[config.mk]
export PLATFORM = sky130hd
export DESIGN_NAME = instruction_queue
export DESIGN_NICKNAME = d
export VERILOG_FILES = /design/src/rtl/mips_core_pkg.sv /design/src/rtl/instruction_queue.sv
export SDC_FILE = /design/constraint.sdc
export NUM_CORES = 1
export LEC_CHECK = 0
export BUFFER_PORTS_ARGS = -buffer_cell sky130_fd_sc_hd__buf_2
export CORE_MARGIN = 2
export CORE_UTILIZATION = 40
export CTS_CLUSTER_SIZE = 24
export DETAILED_ROUTE_END_ITERATION = 12
export PLACE_DENSITY = 0.69
export SYNTH_ARGS = -nofsm -noshare
export SYNTH_HDL_FRONTEND = slang
export SYNTH_SLANG_ARGS = --single-unit
[constraint.sdc]
create_clock -name clk -period 7.47 [get_ports clk]
set_input_delay 0.747 -clock clk [delete_from_list [all_inputs] [get_ports clk]]
set_output_delay 0.747 -clock clk [all_outputs]
set_load 0.005 [all_outputs]
[src/rtl/mips_core_pkg.sv]
// Shared core types and sizing constants for the MIPS front end.
package mips_core_pkg;

    localparam int unsigned INSTRUCTION_QUEUE_DEPTH      = 2;
    localparam int unsigned INSTRUCTION_QUEUE_DEPTH_BITS = 1;

    // Fetched instruction: program counter (upper bits) and instruction word.
    typedef struct packed {
        logic [25:0] pc;
        logic [31:0] data;
    } inst;

endpackage

[src/rtl/instruction_queue.sv]
// Fetch-to-decode instruction queue: power-of-two circular buffer with flush.
// Optional empty-queue fall-through path enabled by INSTRUCTION_QUEUE_BYPASS_EN.
module instruction_queue
    import mips_core_pkg::*;
#(
    parameter int unsigned DEPTH      = INSTRUCTION_QUEUE_DEPTH,
    parameter int unsigned DEPTH_BITS = INSTRUCTION_QUEUE_DEPTH_BITS
) (
    input  logic                clk,
    input  logic                rst,
    input  logic                in_valid,
    input  inst                 in_inst,
    output logic                in_ready,
    output logic                out_valid,
    output inst                 out_inst,
    input  logic                out_ready,
    input  logic                flush,
    output logic [DEPTH_BITS:0] count
);

    localparam int unsigned CW = DEPTH_BITS + 1;
    localparam int unsigned PW = DEPTH_BITS;

    inst             mem [DEPTH];
    logic [PW-1:0]   rd_ptr;
    logic [PW-1:0]   wr_ptr;
    logic [CW-1:0]   count_q;
    logic [CW-1:0]   count_n;
    logic            in_ready_q;
    logic            valid_q;
    logic            thru_c;
    logic            push_c;
    logic            pop_c;
    logic            store_c;
    logic            take_c;

`ifdef INSTRUCTION_QUEUE_BYPASS_EN
    // An empty queue presents the incoming instruction directly.
    assign out_valid = valid_q | in_valid;
    assign out_inst  = valid_q ? mem[rd_ptr] : in_inst;
    assign thru_c    = !valid_q && in_valid && out_ready && !flush;
`else
    assign out_valid = valid_q;
    assign out_inst  = mem[rd_ptr];
    assign thru_c    = 1'b0;
`endif

    assign in_ready = in_ready_q;
    assign count    = count_q;

    assign push_c  = in_valid && in_ready_q && !flush;
    assign pop_c   = out_valid && out_ready && !flush;
    // A fall-through transfer touches neither storage nor occupancy.
    assign store_c = push_c && !thru_c;
    assign take_c  = pop_c && !thru_c;

    always_comb begin
        count_n = count_q;
        unique case ({store_c, take_c})
            2'b10:   count_n = count_q + CW'(1);
            2'b01:   count_n = count_q - CW'(1);
            default: count_n = count_q;
        endcase
    end

    // Pointers, occupancy and the registered handshake flags.
    always_ff @(posedge clk) begin
        if (rst || flush) begin
            rd_ptr     <= '0;
            wr_ptr     <= '0;
            count_q    <= '0;
            in_ready_q <= 1'b1;
            valid_q    <= 1'b0;
        end else begin
            if (store_c) wr_ptr <= wr_ptr + PW'(1);
            if (take_c)  rd_ptr <= rd_ptr + PW'(1);
            count_q    <= count_n;
            in_ready_q <= (count_n != CW'(DEPTH));
            valid_q    <= (count_n != '0);
        end
    end

    // Storage is never cleared; occupancy alone decides what is live.
    always_ff @(posedge clk) begin
        if (!rst && store_c) mem[wr_ptr] <= in_inst;
    end

endmodule

==> impl_summary.md <==
Timing
Setup repair after global routing left no endpoint under its margin. Measured against its own limit, the worst slew margin works out to 49.47%. The top achievable clock speed is 361.8 MHz.

The final critical-path share of the clock period is 37.00%. The slew at the pin with the worst max-slew slack is between 0.7 and 0.8 ns. The shortest clock period the worst path allows after layout is around 2.8 ns. The final hold violation count was 0. After layout, the worst setup slack is between 4 and 5 ns. The total count of max-transition violations in the final report is 0.

The worst hold margin is between 0.4 and 0.5 ns. Adding up every negative setup slack in the final design gives 0 ns. Setup violations remaining at the end of the flow were counted as 0.

The setup clock skew after layout is 0.004647 ns.

Setup path
The critical path in this run is classified as flip-flop to output port. The arrival time at the worst endpoint is between 2 and 2.5 ns. In this run the worst path has a maximum fanout of 57. For the worst setup path, the data required time is 6.72 ns. The type of destination of the critical path is an output port.

In this run the register-to-register setup slack is approximately 5.5 ns. In this run the critical register-to-register path is launched from wr_ptr. The worst setup path is launched from a flip-flop. For the worst flop-to-flop path, the logic depth is 2. The capture point of the worst reg-to-reg path is mem[1][33].

Routing
The number of routed nets with antenna violations is 0. The detailed-route wire length per cell is around 16 µm. The total wire length is 7.911 mm. For this block, the initial DRC count from the detailed router was 81.

In the routed design, unresolved DRC markers number 0. Detailed routing inserted a total of roughly 2400 vias. Dividing the detail-routed via count by the number of cells gives 4.701. For this run, the detailed router's first-pass iteration total came to 4.

Clock tree
In this run, CTS created clock tree buffers numbering 17. CTS saw 123 sinks. The count of H-tree levels built during CTS is 4. Clock latency on the worst-skew pair, taken at its later pin, is roughly 0.5 ns. Buffers inserted to repair hold after CTS numbered 0. The number of buffers inserted by post-CTS setup repair is 0. In this run the deepest clock path goes through 2 buffers.

The CTS tree is done. The root buffer cell chosen for the clock tree is sky130_fd_sc_hd__clkbuf_8. The count of instances resized after the clock tree is built is 0. The clock slew seen by the registers of the worst setup and hold paths is ~0.060 ns.

Placed design
The quantity of I/O buffers inserted on ports is about 120. The routability congestion estimate is about 0.69. OpenSTA, run right after detailed placement, puts the worst setup slack at 4.767 ns. The HPWL after detailed placement is 5.065 mm.

Logic synthesis
In the synthesized netlist, the cells that appear most often are sky130_fd_sc_hd__edfxtp_1 (116), sky130_fd_sc_hd__mux2_2 (58), sky130_fd_sc_hd__dfxtp_1 (7). After synthesis the cells add up to 4501 µm². Of all flip-flops after synthesis, the portion carrying an async set or reset was 0%. The synthesized netlist contains 22 unique library cells. Of all cell types, the one taking the most synthesized area is sky130_fd_sc_hd__edfxtp_1. Counting flops with a built-in enable in the synthesized netlist gives 116. The cell with the most instances after synthesis is sky130_fd_sc_hd__edfxtp_1.

Synthesis inferred between 100 and 150 register bits. The share of the Yosys chip area taken by registers is just over 80%. The fraction of post-synthesis cell area in the top cell type by area is between 70% and 80%. In the synthesized netlist, the number of instances is around 220.

The main flop type after synthesis is sky130_fd_sc_hd__edfxtp_1. The count of yosys warnings during synthesis is 0. The net count after synthesis is 280. Ranked by total cell area, the synthesized netlist is headed by sky130_fd_sc_hd__edfxtp_1 (77%), sky130_fd_sc_hd__mux2_2 (15%), sky130_fd_sc_hd__dfxtp_1 (3.1%).

Dividing the synthesized area by the synthesized cell count gives 20.84 µm².

Worst hold path
The worst hold path belongs to the class input port to flip-flop. The startpoint identified for the worst hold timing path is in_inst[39]. The end point of the worst hold path is mem[1][39]. The worst hold path depth is 1.

Run status
The flow ran to the end, and the final reports show no timing, DRC or antenna violations.

Global route
The overall overflow remaining after global route is 0. The number of antenna violations at the first check in global routing is 0. Entering global routing, the biggest net connects 58 pins. The global-route wire length before repair is around 12 mm.

The number of global-route vias before repair is 2396. The overall track demand over capacity in global routing is about an eighth.

Floorplan
The die extent in y is around 110 µm. The effective utilization at floorplan is 41.34%. Measured along the x axis, the die boundary spans approximately 110 µm. 125 I/O pins were placed. In this run the core area contains 38 standard-cell rows. The area enclosed by the die boundary is about 12000 µm². The total core area is approximately 11000 µm².

Final layout
Fill cells in the final layout number roughly 870. The post-route netlist has about three fifths of its cells at a drive strength greater than 1. At the end of the flow, the number of nets in the layout was between 400 and 500. Once layout is complete, the utilization of the core stands at 54.32%. The area growth from synthesis to final layout is 31.42%. The repair_antennas step left the layout with diodes totalling 0.

Job
Across the run, the number of max-cap violations was 0.

Power
Across the VDD grid, the largest voltage drop is 0.1517 mV. Total power for the finished layout comes to between 1.5 and 2 mW. The ratio of total power to cell area is about 280 nW/µm².

Summed over all cells, the static leakage comes to about 2.2 nW.
[sequential cells by signal, indices dropped and copies added (netlist names), named ones only]
name       cells
mem          116
wr_ptr         1
count          2
out_valid      1
in_ready       1
rd_ptr         1
[layout by cell type (no fill, tap or decap), drive strengths merged]
cell type / instances
buf: 128
edfxtp: 116
mux2: 58
clkbuf: 19
dfxtp: 7
nor2: 5
bufinv: 5
clkinv: 5
nor2b: 4
nand2: 4
clkinvlp: 3
xor2: 2
xnor2: 2
nor4bb: 1
and4b: 1
or2: 1
nor3: 1
o21ai: 1
or3: 1
a21oi: 1
a22o: 1
inv: 1
a211oi: 1
ha: 1
[metrics by stage]
step / cell area [µm²] / cells
after CTS: 5914 / 509
after floorplan: 4501 / 216
after global placement: 5294 / 477
final: 5914 / 509
after detailed placement: 5294 / 477
after global routing: 5914 / 509
[power by group]
group	total (mW)	switching [mW]	internal, mW	leakage, nW
combinational	0.0573	0.0278	0.0295	0.782
clock	0.851	0.279	0.571	0.293
sequential	0.772	0.00315	0.769	1.11
total	1.68	0.310	1.37	2.19
[routing by layer]
| metal | track usage [%] | part of all wire (%) |
|---|---|---|
| met5 | 0 | 0 |
| met4 | 6.510 | 1.0 |
| met3 | 5.350 | 6.1 |
| met2 | 21.95 | 50 |
| met1 | 15.13 | 43 |
[cell families (layout without fill, tap and decap cells)]
family                   Yosys count  in the layout  synth area share, %
flip-flops                       123            123                80.51
multiplexers                      58             58                14.51
AND/OR/NAND/NOR                   18             18                2.141
buffers and inverters              8            161                1.195
AO/OA/AOI/OAI                      4              4               0.5837
XOR/XNOR                           4              4               0.7786
adder cells (fa/ha/maj)            1              1               0.2780
[layout make-up]
cell class,instances,area (µm²),share of cell area (%)
multi-input combinational,85,839.6,14.20
clock inverter,13,198.9,3.364
timing repair buffer,128,650.6,11.00
tap,140,175.2,2.962
clock buffer,19,421.7,7.129
sequential,123,3625,61.29
inverter,1,3.754,0.06347
[worst max-delay path, stage by stage (launching register included)]
cell and delay, ns:
sky130_fd_sc_hd__dfxtp_2 0.32, sky130_fd_sc_hd__buf_4 0.60, sky130_fd_sc_hd__mux2_2 0.43, sky130_fd_sc_hd__buf_2 0.13
[how the worst max path moves through the flow]
stage,start,to,slack [ns],depth (start not counted)
after floorplan,in_valid,mem[0][0],0.30,2
after global placement,flush,mem[1][34],4.81,4
after detailed placement,flush,mem[1][16],4.77,4
after CTS,flip-flop,out_inst[56],4.65,3
after global routing,flip-flop,out_inst[56],4.58,3
final,flip-flop,out_inst[56],4.71,3
(Power assumes the default switching activity.)
